[config.mk]
export PLATFORM = sky130hd
export DESIGN_NAME = cdb_arbiter
export DESIGN_NICKNAME = d
export VERILOG_FILES = /design/src/rtl/cdb_arbiter.sv
export SDC_FILE = /design/constraint.sdc
export NUM_CORES = 1
export LEC_CHECK = 0
export CORE_UTILIZATION = 25
export DETAILED_ROUTE_END_ITERATION = 8
export GPL_TIMING_DRIVEN = 1
export PLACE_DENSITY = 0.57
export SLEW_MARGIN = 30
export SYNTH_ARGS = -nofsm -noshare
export SYNTH_HDL_FRONTEND = slang
export SYNTH_SLANG_ARGS = --single-unit
[constraint.sdc]
create_clock -name clk -period 2.9 [get_ports clk]
set_input_delay 0.435 -clock clk [delete_from_list [all_inputs] [get_ports clk]]
set_output_delay 0.435 -clock clk [all_outputs]
set_load 0.005 [all_outputs]
[src/rtl/cdb_arbiter.sv]
// Common data bus arbiter: one holding register per execution unit, a round-robin
// pick among the held results, and a registered single-cycle broadcast of the winner.
module cdb_arbiter #(
  parameter int NUM_SRC = 3,
  parameter int TAG_W   = 4,
  parameter int ID_W    = 4
) (
  input  logic                     clk,
  input  logic                     rst,
  input  logic [NUM_SRC-1:0]       src_valid,
  output logic [NUM_SRC-1:0]       src_ready,
  input  logic [NUM_SRC*TAG_W-1:0] src_tag,
  input  logic [NUM_SRC*ID_W-1:0]  src_inst_id,
  input  logic [NUM_SRC*32-1:0]    src_wdata,
  output logic                     cdb_wr,
  output logic [TAG_W-1:0]         cdb_tag,
  output logic [ID_W-1:0]          cdb_inst_id,
  output logic [31:0]              cdb_wdata
);

  localparam int PTR_W = (NUM_SRC > 1) ? $clog2(NUM_SRC) : 1;
  localparam int SUM_W = PTR_W + 1;

  logic [NUM_SRC-1:0]             hold_valid;
  logic [NUM_SRC-1:0][TAG_W-1:0]  hold_tag;
  logic [NUM_SRC-1:0][ID_W-1:0]   hold_id;
  logic [NUM_SRC-1:0][31:0]       hold_data;

  logic [PTR_W-1:0] rr_ptr_reg;
  logic [PTR_W-1:0] rr_ptr_next;
  logic [NUM_SRC-1:0] grant;
  logic [PTR_W-1:0]   grant_idx;
  logic               any_grant;
  logic [SUM_W-1:0]   cand;

  logic             cdb_wr_reg;
  logic [TAG_W-1:0] cdb_tag_reg;
  logic [ID_W-1:0]  cdb_id_reg;
  logic [31:0]      cdb_data_reg;

  // Grant looks only at the holding registers, so src_ready never depends on src_valid.
  always_comb begin
    grant     = '0;
    grant_idx = '0;
    any_grant = 1'b0;
    cand      = '0;
    for (int off = 0; off < NUM_SRC; off++) begin
      cand = {1'b0, rr_ptr_reg} + SUM_W'(off);
      if (cand >= SUM_W'(NUM_SRC)) begin
        cand = cand - SUM_W'(NUM_SRC);
      end
      if (!any_grant && hold_valid[cand]) begin
        any_grant   = 1'b1;
        grant[cand] = 1'b1;
        grant_idx   = cand[PTR_W-1:0];
      end
    end
  end

  assign rr_ptr_next = (grant_idx == PTR_W'(NUM_SRC - 1)) ? '0 : grant_idx + 1'b1;
  assign src_ready   = ~hold_valid | grant;

  genvar gi;
  generate
    for (gi = 0; gi < NUM_SRC; gi++) begin : g_hold
      logic             valid_reg;
      logic [TAG_W-1:0] tag_reg;
      logic [ID_W-1:0]  id_reg;
      logic [31:0]      data_reg;
      logic             load;

      assign load = src_valid[gi] & src_ready[gi];

      // A reload in the same cycle as a grant keeps the entry valid for streaming.
      always_ff @(posedge clk) begin
        if (rst) begin
          valid_reg <= 1'b0;
          tag_reg   <= '0;
          id_reg    <= '0;
          data_reg  <= '0;
        end else if (load) begin
          valid_reg <= 1'b1;
          tag_reg   <= src_tag[gi*TAG_W +: TAG_W];
          id_reg    <= src_inst_id[gi*ID_W +: ID_W];
          data_reg  <= src_wdata[gi*32 +: 32];
        end else if (grant[gi]) begin
          valid_reg <= 1'b0;
        end
      end

      assign hold_valid[gi] = valid_reg;
      assign hold_tag[gi]   = tag_reg;
      assign hold_id[gi]    = id_reg;
      assign hold_data[gi]  = data_reg;
    end
  endgenerate

  always_ff @(posedge clk) begin
    if (rst) begin
      rr_ptr_reg   <= '0;
      cdb_wr_reg   <= 1'b0;
      cdb_tag_reg  <= '0;
      cdb_id_reg   <= '0;
      cdb_data_reg <= '0;
    end else begin
      cdb_wr_reg <= any_grant;
      if (any_grant) begin
        rr_ptr_reg   <= rr_ptr_next;
        cdb_tag_reg  <= hold_tag[grant_idx];
        cdb_id_reg   <= hold_id[grant_idx];
        cdb_data_reg <= hold_data[grant_idx];
      end
    end
  end

  assign cdb_wr      = cdb_wr_reg;
  assign cdb_tag     = cdb_tag_reg;
  assign cdb_inst_id = cdb_id_reg;
  assign cdb_wdata   = cdb_data_reg;

endmodule

[Yosys cells after proc, flatten, opt, wreduce, memory -nomap -nowiden]
Cells that the tools add are included.
Word-level totals
  bits of input ports: 125
  register bits: 166
  word-level logic and storage cells: 88
Operators by class
  magnitude comparators: 10
  reductions and logical operators: 10
  bitwise operators: 7
  mux-type cells: 37
  add/subtract/negate cells: 6
  eq/ne operators: 1
Operator list (count)
  $bmux W32 S2: 1
  $mux W32: 1
  $mux W3: 6
  $bmux W4 S2: 2
  $mux W1: 15
  $ge A3 B1 Y1 const B: 3
  $lt A3 B3 Y1 const B: 3
  $or A3 B3 Y3: 3
  $mux W2: 4
  $mux W4: 2
  $bmux W1 S2: 3
  $demux W1 S2: 3
  $ge A3 B2 Y1 const B: 2
  $reduce_bool A2 Y1: 3
  $sub A3 B2 Y3 const B: 2
  $logic_and A1 B1 Y1: 5
  $add A2 B1 Y3 const B: 1
  $add A2 B2 Y3 const B: 1
  $and A1 B1 Y1: 3
  $lt A2 B3 Y1 const B: 1
  $not A3 Y3: 1
  $sub A2 B2 Y3 const B: 1
  $add A2 B1 Y2 const B: 1
  $eq A2 B2 Y1 const B: 1
  2 further kinds: 3

[Longest topological paths before layout]
Gate-level depths: netlist (run 1).
  depth after elaboration: 14
  gate-level depth with buffers: 11
  gate-level depth less buffers: 8

[Worst setup path before layout (run 1)]
Ideal clock, no wire load.
  path type: register to register
  from: register rr_ptr_reg[0]
  to: register cdb_data_reg[17], in the netlist cdb_wdata[17]
  arrival time: 2.379 ns
  buffers on the path: 3
  setup slack: 0.400 ns
  data required time: 2.778 ns
  stages on the path, launching flop included: 12
  path through: dfxtp_1 -> inv_1 -> ha_1 -> buf_4 -> nor2b_1 -> o21a_1 -> nor4_2 -> buf_4 -> nor3b_2 -> buf_6 -> a22o_1 -> a221o_1
On the way
  cells in the longest elaborated chain, start to end: 13
  elaborated cells on any way between the ends: 29
  those cells by class: add/sub: 5; order compare: 3; mux: 17; reduce/logical: 4
Ends and longest elaborated chain
  start: declaration: line 29  | logic [PTR_W-1:0] rr_ptr_reg;
  start signal: assignment: line 108  | rr_ptr_reg <= rr_ptr_next;
  branches (longest 13 deep; another with $add A2 B1 Y3)
  end signal: assignment: line 111  | cdb_data_reg <= hold_data[grant_idx];
  end: declaration: line 39  | logic [31:0] cdb_data_reg;
Parallel ways; which one is timed is not known. The select of a mux whose other input is x is not followed.
A chain may end at the register's enable or synchronous reset.

[Worst setup path in the final report (run 1)]
  from: register rr_ptr_reg[0]
  to: output src_ready[1]
On the way
  cells in the longest elaborated chain, start to end: 12
  elaborated cells on any way between the ends: 44
  those cells by class: add/sub: 5; order compare: 9; mux: 20; bitwise: 3; reduce/logical: 7
Ends and longest elaborated chain
  $add A2 B1 Y3, or another cell as far along: line 48  | cand = {1'b0, rr_ptr_reg} + SUM_W'(off);
  $sub A3 B2 Y3, or another cell as far along: line 50  | cand = cand - SUM_W'(NUM_SRC);
  $mux W3, or another cell as far along: line 49  | if (cand >= SUM_W'(NUM_SRC)) begin
  $ge A3 B1 Y1 (not written as such), or another cell as far along: line 54  | grant[cand] = 1'b1;
  $logic_and A1 B1 Y1 (not written as such), or another cell as far along: line 54
  $mux W1 (not written as such), or another cell as far along: line 54
  $demux W1 S2, or another cell as far along: line 54
  $or A3 B3 Y3 (no source line) or $mux W1 (tied branches)
  $mux W3 or $logic_not A1 Y1 (tied branches): line 52  | if (!any_grant && hold_valid[cand]) begin
  $or A3 B3 Y3 (no source line) or $logic_and A1 B1 Y1 (tied branches)
  $mux W3 *: line 52
  $or A3 B3 Y3 *: line 61  | assign src_ready = ~hold_valid | grant;
  end: declaration: line 11  | output logic [NUM_SRC-1:0] src_ready,
Mark *: on every way between the ends. The rest lies on a longest branch, timed or not. The select of a mux whose other input is x is not followed.

==> results of run 1 <==
-- final cells by class --
type	instances	area [um2]	area share, %
timing repair buffer	218	2130	21.5
clock inverter	12	176	1.78
clock buffer	18	439	4.42
sequential	166	3330	33.5
tap	341	427	4.30
multi-input combinational	534	3390	34.2
inverter	9	33.8	0.340
-- per-layer routing --
metal  routed length [um]  track usage [%]
met4                  216             3.32
met3                 1340             3.55
met1                10500             21.4
met5                    0                0
met2                10700             26.3
-- layout by cell type (no fill, tap or decap), types with 2 or more instances in the layout --
master | netlist | layout
a21oi_1 | 101 | 100
a221o_1 | 50 | 50
a221oi_1 | 4 | 4
a222oi_1 | 13 | 13
a22o_1 | 26 | 26
buf_12 | 0 | 6
buf_4 | 8 | 44
bufinv_16 | 0 | 4
clkbuf_16 | 0 | 17
clkdlybuf4s50_1 | 0 | 165
clkinv_2 | 0 | 3
clkinvlp_4 | 0 | 2
dfxtp_1 | 166 | 164
ha_4 | 0 | 4
inv_1 | 9 | 7
inv_2 | 0 | 2
inv_6 | 0 | 2
mux2i_1 | 43 | 41
mux2i_2 | 0 | 2
nand2_1 | 176 | 176
nand2b_1 | 5 | 5
nand3b_1 | 2 | 2
nor2_1 | 48 | 47
nor2b_1 | 29 | 27
nor4_4 | 0 | 2
o2111ai_1 | 2 | 2
o21a_1 | 3 | 2
o21ai_2 | 0 | 3
-- worst max-delay path by stage --
stage	start	endpoint	slack, ns	cells past startpoint
6_report	rr_ptr_reg[0]	src_ready[1]	0.08	7
5_1_grt	rr_ptr_reg[1]	src_ready[1]	-0.02	8
3_5_place_dp	rr_ptr_reg[0]	src_ready[0]	-0.01	7
4_1_cts	rr_ptr_reg[1]	src_ready[0]	-0.06	7
3_3_place_gp	rr_ptr_reg[0]	src_ready[0]	-0.06	7
2_1_floorplan	rr_ptr_reg[0]	cdb_wdata[17]	0.40	11
-- worst reg2reg max path: stages (launching register included) --
cell,delay [ns]
dfxtp_4,0.39
inv_2,0.07
ha_4,0.31
buf_4,0.15
nor2b_1,0.05
o21a_1,0.21
nor4_4,0.37
buf_4,0.19
nor2_1,0.05
and2_1,0.19
buf_4,0.21
a221o_1,0.39
-- cells by family (layout without fill, tap and decap cells) --
kind of cell    after synthesis  after routing
compound gates              216            216
buf+inv                      73            257
flops                       166            166
simple gates                271            271
mux                          43             43
fa+ha+maj                     4              4
-- through the flow --
step                      std cells  setup TNS, ns  util (%)  setup slack (ns)
after floorplan                 773              0         -             0.400
after global placement         1251        -0.0634      33.6           -0.0634
after detailed placement       1251        -0.0100      33.6           -0.0100
after CTS                      1289        -0.0638      36.3           -0.0638
after global routing           1298        -0.0221      36.8           -0.0221
final                          1298              0      36.8            0.0826
-- where the power goes --
part	switching, uW	internal [uW]
Clock	955	1460
Sequential	290	2700
Combinational	1910	1730
Total	3160	5880
-- what timing repair did --
action / 4_1_cts / 5_1_grt
hold buffers: 0 / 0
endpoints found under the setup margin: 3 / 2
setup buffers: 8 / 9
pin swaps: 4 / 4
gates cloned: 0 / 0
resized for setup: 16 / 16
==> key figures, run 1 <==
Routing
  • DR pass1 iterations: 6
  • Final ANT Viol Nets: 0
  • Routed vias: 6202
  • Post-Route WL: 22700 um
  • Initial DRC count: 458
  • Detailed-route DRC error count: 0
  • DR vias/cell: 4.78
  • Routed len/inst: 17.5 um

Synth
  • Top-count cell post-synth: nand2_1
  • Post-synth EDFFs: 0
  • Post-synthesis adder-cell area fraction: 0.725%
  • Synthesized cell area: 6900 um2
  • Syn nets: 902
  • Async set-or-reset flop fraction in the synthesized netlist: 0%
  • Mean Syn Cell Area: 8.93 um2
  • Mux contribution to synthesized area: 6.24%
  • Sequential share of the synthesized area: 48.2%
  • Syn Inst Count: 773
  • Largest cells by area after synthesis: dfxtp_1, nand2_1, a21oi_1, a221o_1, mux2i_1
  • Most common library cells after synthesis: nand2_1, dfxtp_1, a21oi_1
  • Synth Area in Simple Gates: 17.0%
  • Xor/xnor cell area share of the yosys netlist: 0%
  • Post-synth cell types: 42
  • Synth warn: 0
  • Ys flop type: dfxtp_1
  • Compound-cell area share of the yosys netlist: 22.8%
  • Synth area leader: dfxtp_1
  • Largest family of logic cells by synthesized area: compound AO/OA/AOI/OAI gates
  • Synth Register Bits: 166
  • Synth top area share: 48.2%

Timing
  • Final Max Slew Viols: 0
  • Slew @ Worst Pin: 0.799 ns
  • Period utilization: 97.2%
  • Worst-case clock skew: 0.0106 ns
  • Post-route minimum period: 2.82 ns
  • Setup violators final: 0
  • Hold slack: 0.381 ns
  • Final hold vios: 0
  • FMAX: 355 MHz
  • Slew Limit Headroom: 46.7%

Place
  • Placed inst area: 9070 um2
  • IO buf count: 168
  • Routability cong.: 0.732
  • HPWL Detailed: 14800 um

Critical path
  • Kind of critical path: reg -> out
  • RR Endpoint: cdb_tag[3]
  • R2R Setup Slk: 0.21 ns
  • R2r worst-path depth: 11
  • RR Startpoint: rr_ptr_reg[0]
  • Worst path cell trace: inv_2 > ha_4 > nand2b_1 > buf_4 > a211oi_4 > or2_4 > clkdlybuf4s50_1
  • Slowest cell on the critical path: clkdlybuf4s50_1
  • Worst Setup End Kind: output pin
  • Delay-heaviest family, CP: buffers and inverters
  • Req. time, crit path: 2.47 ns
  • Max incr delay on CP: 0.50 ns
  • Crit path launch type: flop
  • Worst path arrival time: 2.38 ns
  • Buf/Inv on CP: 3
  • Crit path max fanout: 7

Min path
  • Critical hold path startpoint: rst
  • Hold Crit Depth: 2
  • Worst hold path class: in -> reg
  • Hold endpoint: g_hold[0].data_reg[27]

Finish
  • Number of antenna diodes: 0
  • Layout fillers: 2718
  • Share of cells above drive strength 1: 11.7%
  • Max reg flops: 96
  • Area grow syn2layout: 44.0%
  • Layout net count: 1075
  • Fin area: 9930 um2

Clock tree
  • Total CTS buffers: 17
  • Clock Latency Late Sink: 0.42 ns
  • # clock sinks: 166
  • CTS tree: built
  • Max Root-Sink Buffers: 2
  • Clk root buf: clkbuf_16
  • Reg clk slew, reported paths: 0.06 ns
  • # H-tree levels: 4

Floorplan
  • Std-Cell Rows: 60
  • Initial Util: 25.5%
  • Die Area: 28300 um2
  • Die Height: 168 um
  • Io pins: 169
  • Area of the core: 27000 um2
  • Chip Width: 168 um

Power and ir drop
  • Final Power: 9040 uW
  • IR drop worst, VDD: 0.395 mV
  • Pwr/cell area: 910 nW/um2
  • Leakage: 0.00381 uW

Run
  • Max cap viols: 0

Global routing
  • Vias in the first global route: 6034
  • First-pass GRT wire length: 34300 um
  • Initial antenna violation count: 0
  • GRT Total Usage: 16.0%
  • Grt ovf: 0
  • Largest net degree at the start of global routing: 73

Status
  • Status: completed
No activity file was read; power rests on OpenSTA's default activity.
==> run 2, diff against run 1 <==
--- a/config.mk
+++ b/config.mk
@@ -5,6 +5,7 @@
 export SDC_FILE = /design/constraint.sdc
 export NUM_CORES = 1
 export LEC_CHECK = 0
+export CORE_ASPECT_RATIO = 1.4
 export CORE_UTILIZATION = 25
 export DETAILED_ROUTE_END_ITERATION = 8
 export GPL_TIMING_DRIVEN = 1
==> key figures, run 2 (synthesis gave the netlist of run 1 again) <==
Floorplan
  • Die Height: 199 um (+18%)
  • Std-Cell Rows: 71 (+18%)
  • Chip Width: 142 um (-15%)
  • Io pins: 169 (unchanged)
  • Area of the core: 27000 um2 (about the same)
  • Initial Util: 25.6% (about the same)
  • Die Area: 28300 um2 (about the same)

Finish
  • Area grow syn2layout: 42.2%
  • Max reg flops: 96 (unchanged)
  • Final std cells w/o fill: 1310 (+0.92%)
  • Share of cells above drive strength 1: 9.97% (-1.7 points)
  • Layout net count: 1059 (-1.5%)
  • Commonest non-fill, non-tap cell in the layout: nand2_1
  • Layout fillers: 2803 (+3.1%)
  • Most frequent cells in the layout: nand2_1, clkdlybuf4s50_1, dfxtp_1, a21oi_1, a221o_1

Global routing
  • Initial antenna violation count: 2 (+2)
  • Largest net degree at the start of global routing: 86 (+18%)
  • Grt ovf: 0 (unchanged)
  • GRT Total Usage: 16.7% (+0.67 points)
  • First-pass GRT wire length: 35300 um (+2.7%)
  • Vias in the first global route: 6400 (+6.1%)

Min path
  • Worst hold path class: in -> reg
  • Hold Crit Depth: 2 (unchanged)

Timing
  • Final setup TNS: 0 ns (unchanged)
  • Worst-case clock skew: 0.0170 ns (+0.00635 ns)
  • Slew Limit Headroom: 37.6% (-9.1 points)
  • Setup violators final: 0 (unchanged)
  • Post-route minimum period: 2.81 ns (-0.00667 ns)
  • Final worst slack: 0.0892 ns (+0.00667 ns)
  • RSZ-0062 raised after global routing: yes
  • FMAX: 356 MHz (+0.24%)
  • Period utilization: 96.9% (-0.23 points)
  • Final hold vios: 0 (unchanged)
  • Slew @ Worst Pin: 0.937 ns (+0.138 ns)
  • Final Max Slew Viols: 0 (unchanged)

Routing
  • Initial DRC count: 256 (-44%)
  • Routed len/inst: 17.4 um (-0.48%)
  • Routed vias: 6233 (+0.50%)
  • Detailed-route DRC error count: 0 (unchanged)
  • Final ANT Viol Nets: 0 (unchanged)
  • Post-Route WL: 22800 um (+0.44%)
  • DR vias/cell: 4.76 (-0.42%)
  • DR pass1 iterations: 7 (+1)

Power and ir drop
  • Switching share of total power: 35.5% (+0.58 points)
  • Pwr/cell area: 901 nW/um2 (-0.97%)
  • P_int: 5710 uW (-3.0%)
  • IR drop worst, VDD: 0.415 mV (+5.1%)
  • Sequential Power Share: 33.9% (+0.8 points)
  • Clock group share of total power: 27.1% (+0.4 points)
  • Logic gate share of total power: 39.0% (-1.2 points)
  • Psw: 3140 uW (-0.54%)
  • Leakage: 0.00372 uW (-2.3%)

Clock tree
  • Max Root-Sink Buffers: 2 (unchanged)
  • CTS tree: built
  • Total CTS buffers: 17 (unchanged)
  • Clk root buf: clkbuf_16
  • Clock Latency Late Sink: 0.45 ns (+0.03 ns)
  • # clock sinks: 166 (unchanged)
  • # H-tree levels: 4 (unchanged)
  • Reg clk slew, reported paths: 0.07 ns (about the same)
  • Cts hold-fix bufs: 0 (unchanged)

Status
  • Status: completed

Critical path
  • Worst path arrival time: 2.38 ns (about the same)
  • Worst Setup End Kind: output pin
  • Crit path launch type: flop
  • Req. time, crit path: 2.47 ns (about the same)
  • Kind of critical path: reg -> out
  • Crit path max fanout: 7 (unchanged)
  • R2r worst-path depth: 11 (unchanged)

Place
  • Setup WS pre-CTS: 0.0169 ns (+0.0269 ns)
  • Placed Instances: 1272 (+1.7%)
  • Routability cong.: 0.758 (+3.5%)
  • HPWL Detailed: 15300 um (+3.9%)
  • IO buf count: 168 (unchanged)

Run
  • Max cap viols: 0 (unchanged)
## run 2: cell types whose count changed in the layout (fill, tap and decap cells not counted), sizes merged
| cell | delta |
|---|---|
| clkbuf | -1 |
| bufinv | -1 |
| dlygate4sd2 | +1 |
| clkinv | +1 |
| dlymetal6s2s | -1 |
| buf | -16 |
| clkinvlp | -1 |
| diode | +2 |
| inv | +4 |
## run 2: power groups by stage
| stage | Combinational (uW) | Clock, uW | Sequential, uW |
|---|---|---|---|
| floorplan | 1980 | 0 | 2940 |
| global placement | 3340 | 0 | 3030 |
| detailed placement | 3380 | 0 | 3030 |
| CTS | 3480 | 2460 | 3000 |
| global route | 3760 | 2550 | 3050 |
| finish | 3450 | 2400 | 3000 |
## run 2: worst max-delay path, stage by stage (launching register included)
cell	delay (ns)
dfxtp_4	0.39
inv_1	0.09
ha_4	0.34
nor3b_2	0.06
o21ai_2	0.19
a211oi_4	0.08
or2_2	0.34
clkdlybuf4s50_1	0.45
## run 2: cell type report
| type | instances | area [um2] | share of cell area, % |
|---|---|---|---|
| well taps | 365 | 457 | 4.65 |
| clock inverters | 15 | 191 | 1.95 |
| inverters | 9 | 33.8 | 0.344 |
| multi-input cells | 534 | 3370 | 34.3 |
| clock buffers | 17 | 425 | 4.34 |
| flip-flops and latches | 166 | 3330 | 33.9 |
| repair buffers | 202 | 2010 | 20.4 |
| diodes | 2 | 5.00 | 0.0510 |
## run 2: through the flow
stage | instance area, um2 | total power [uW] | hold WS [ns] | util, %
final | 9810 | 8850 | 0.225 | 36.3
after global routing | 9810 | 9360 | 0.211 | 36.3
after CTS | 9770 | 8940 | 0.206 | 36.2
after detailed placement | 9070 | 6410 | 0.447 | 33.6
after global placement | 9070 | 6360 | 0.443 | 33.6
after floorplan | 6900 | 4930 | 0.436 | -
## run 2: layer usage
layer | vias to the layer above | track usage (%) | wire [um]
met1 | 2932 | 18.4 | 9330
met5 | - | 0 | 13
met4 | 2 | 7.37 | 640
li1 | 3074 | - | -
met3 | 41 | 3.97 | 1120
met2 | 184 | 30.0 | 11700
## run 2: repair_timing
action                     CTS  global route
resized for setup           20             3
setup endpoints to repair   11            16
setup buffers                1             2
pin swaps                    4             1
## run 2: worst paths after layout
path	start	endpoint	slack, ns
worst min-delay path	rst	cdb_wr	0.23
worst max register to register	rr_ptr_reg[0]	cdb_wdata[1]	0.15
worst max-delay path	rr_ptr_reg[0]	src_ready[1]	0.09
worst min register to register	g_hold[1].data_reg[24]	g_hold[1].data_reg[24]	0.46
==> run 3, diff against run 2 <==
--- a/config.mk
+++ b/config.mk
@@ -10,6 +10,7 @@
 export DETAILED_ROUTE_END_ITERATION = 8
 export GPL_TIMING_DRIVEN = 1
 export PLACE_DENSITY = 0.57
+export REMOVE_ABC_BUFFERS = 1
 export SLEW_MARGIN = 30
 export SYNTH_ARGS = -nofsm -noshare
 export SYNTH_HDL_FRONTEND = slang
==> key figures, run 3 (synthesis gave the netlist of run 1 again) <==
Status
  • Status: completed

Critical path
  • Worst setup path startpoint: rr_ptr_reg[1]
  • Crit path top cell by count: buf_4
  • R2R Setup Slk: 0.22 ns (+0.07 ns)
  • CP Capture Point: src_ready[0]
  • Worst Setup End Kind: output pin
  • Slowest cell on the critical path: dfxtp_2
  • Req. time, crit path: 2.47 ns (about the same)
  • Kind of critical path: reg -> out
  • Worst path arrival time: 2.41 ns (+0.03 ns)
  • Max incr delay on CP: 0.36 ns (-0.09 ns)
  • R2r worst-path depth: 10 (-1)
  • RR Startpoint: rr_ptr_reg[0]
  • Crit path launch type: flop
  • Crit path max fanout: 5 (-2)
  • Worst path cell trace: inv_2 > ha_4 > mux2i_1 > o22ai_2 > buf_4 > a2111oi_2 > buf_4 > nor2_2 > dlygate4sd2_1
  • RR Endpoint: cdb_wdata[15]

Global routing
  • Vias in the first global route: 6024 (-5.9%)
  • Initial antenna violation count: 4 (+2)
  • GRT Total Usage: 16.0% (-0.64 points)
  • Largest net degree at the start of global routing: 87 (+1.2%)
  • Grt ovf: 0 (unchanged)
  • First-pass GRT wire length: 33800 um (-4.1%)

Timing
  • Setup violators final: 0 (unchanged)
  • Hold slack: 0.303 ns (+0.0783 ns)
  • Final Max Slew Viols: 0 (unchanged)
  • Final setup TNS: 0 ns (unchanged)
  • Post-route minimum period: 2.84 ns (+0.0308 ns)
  • Final hold vios: 0 (unchanged)
  • RSZ-0062 raised after global routing: yes
  • Slew Limit Headroom: 44.9% (+7.4 points)
  • Worst-case clock skew: 0.00670 ns (-0.0103 ns)
  • Final worst slack: 0.0585 ns (-0.0308 ns)
  • FMAX: 352 MHz (-1.1%)
  • Period utilization: 98.0% (+1.1 points)
  • Slew @ Worst Pin: 0.825 ns (-0.111 ns)

Clock tree
  • Max Root-Sink Buffers: 2 (unchanged)
  • Cts hold-fix bufs: 0 (unchanged)
  • CTS tree: built
  • # H-tree levels: 4 (unchanged)
  • Clk root buf: clkbuf_16
  • # clock sinks: 166 (unchanged)
  • Clock Latency Late Sink: 0.43 ns (-0.02 ns)
  • Reg clk slew, reported paths: 0.07 ns (about the same)
  • Total CTS buffers: 17 (unchanged)

Power and ir drop
  • IR drop worst, VDD: 0.500 mV (+21%)
  • Leakage: 0.00374 uW (+0.61%)
  • Pwr/cell area: 902 nW/um2 (about the same)

Routing
  • Initial DRC count: 352 (+38%)
  • Post-Route WL: 22400 um (-1.6%)
  • Routed len/inst: 17.1 um (-1.8%)
  • Final ANT Viol Nets: 0 (unchanged)
  • DR pass1 iterations: 4 (-3)
  • Routed vias: 6292 (+0.95%)
  • DR vias/cell: 4.79 (+0.72%)
  • Detailed-route DRC error count: 0 (unchanged)

Finish
  • Commonest non-fill, non-tap cell in the layout: nand2_1
  • Layout fillers: 2832 (+1.0%)
  • Layout net count: 1063 (+0.38%)
  • Most frequent cells in the layout: nand2_1, clkdlybuf4s50_1, dfxtp_1, a21oi_1, a221o_1
  • Share of cells above drive strength 1: 10.7% (+0.70 points)
  • Area grow syn2layout: 42.9%
  • Max reg flops: 96 (unchanged)
  • Final core occ: 36.5% (+0.19 points)

Floorplan
  • Chip Width: 142 um (unchanged)
  • Die Area: 28300 um2 (unchanged)
  • Io pins: 169 (unchanged)
  • Std-Cell Rows: 71 (unchanged)
  • Initial Util: 25.6% (unchanged)
  • Die Height: 199 um (unchanged)
  • Area of the core: 27000 um2 (unchanged)

Place
  • HPWL Detailed: 14300 um (-6.6%)
  • Routability cong.: 0.742 (-2.1%)
  • IO buf count: 168 (unchanged)
  • Setup WS pre-CTS: 0.0856 ns (+0.0686 ns)

Min path
  • Worst hold path class: in -> reg
  • Critical hold path startpoint: rst

Run
  • Max cap viols: 0 (unchanged)
-- run 3: critical path, delay by kind of cell (launching register included) --
family	cells	cell delay [ns]
buf+inv	4	0.72
compound gates	2	0.47
flops	1	0.36
mux	1	0.23
fa+ha+maj	1	0.16
simple gates	1	0.04
-- run 3: metal layers --
layer,routed length (um),global-route usage (%),vias up
li1,-,-,3072
met1,9220,18.2,2991
met2,11500,28.6,195
met3,1300,4.16,28
met4,391,5.69,6
met5,39,0,-
-- run 3: what timing repair did --
| item | 4_1_cts | 5_1_grt |
|---|---|---|
| setup endpoints to repair | 3 | 4 |
| setup buffers | 9 | 3 |
| pin swaps | 6 | 0 |
| resized for setup | 21 | 4 |
-- run 3: metrics by stage --
| stage | area (um2) | std cells | power (uW) |
|---|---|---|---|
| floorplan | 6580 | 709 | 4750 |
| global placement | 9080 | 1268 | 6420 |
| detailed placement | 9080 | 1268 | 6450 |
| CTS | 9830 | 1309 | 8990 |
| global route | 9860 | 1312 | 9420 |
| finish | 9860 | 1313 | 8890 |
-- run 3: layout make-up --
| class | count | area [um2] | share of cell area (%) |
|---|---|---|---|
| diodes | 1 | 2.50 | 0.0254 |
| clock buffers | 18 | 439 | 4.45 |
| clock inverters | 14 | 166 | 1.69 |
| inverters | 9 | 33.8 | 0.343 |
| multi-input cells | 534 | 3370 | 34.2 |
| flip-flops and latches | 166 | 3330 | 33.7 |
| well taps | 365 | 457 | 4.63 |
| repair buffers | 206 | 2070 | 21.0 |
-- run 3: power by group --
group / leakage (uW) / total (uW) / internal, uW / switching (uW)
Combinational: 0.00208 / 3590 / 1680 / 1900
Clock: 0.000296 / 2330 / 1320 / 1010
Sequential: 0.00136 / 2980 / 2700 / 281
-- run 3: worst min path at each step --
stage                                   endpoint  cells past startpoint
final                        g_hold[0].id_reg[2]                      2
after floorplan                   cdb_inst_id[0]                      2
after global routing         g_hold[0].id_reg[2]                      2
after global placement     g_hold[1].data_reg[5]                      2
after detailed placement  g_hold[1].data_reg[10]                      2
after CTS                    g_hold[0].id_reg[2]                      2
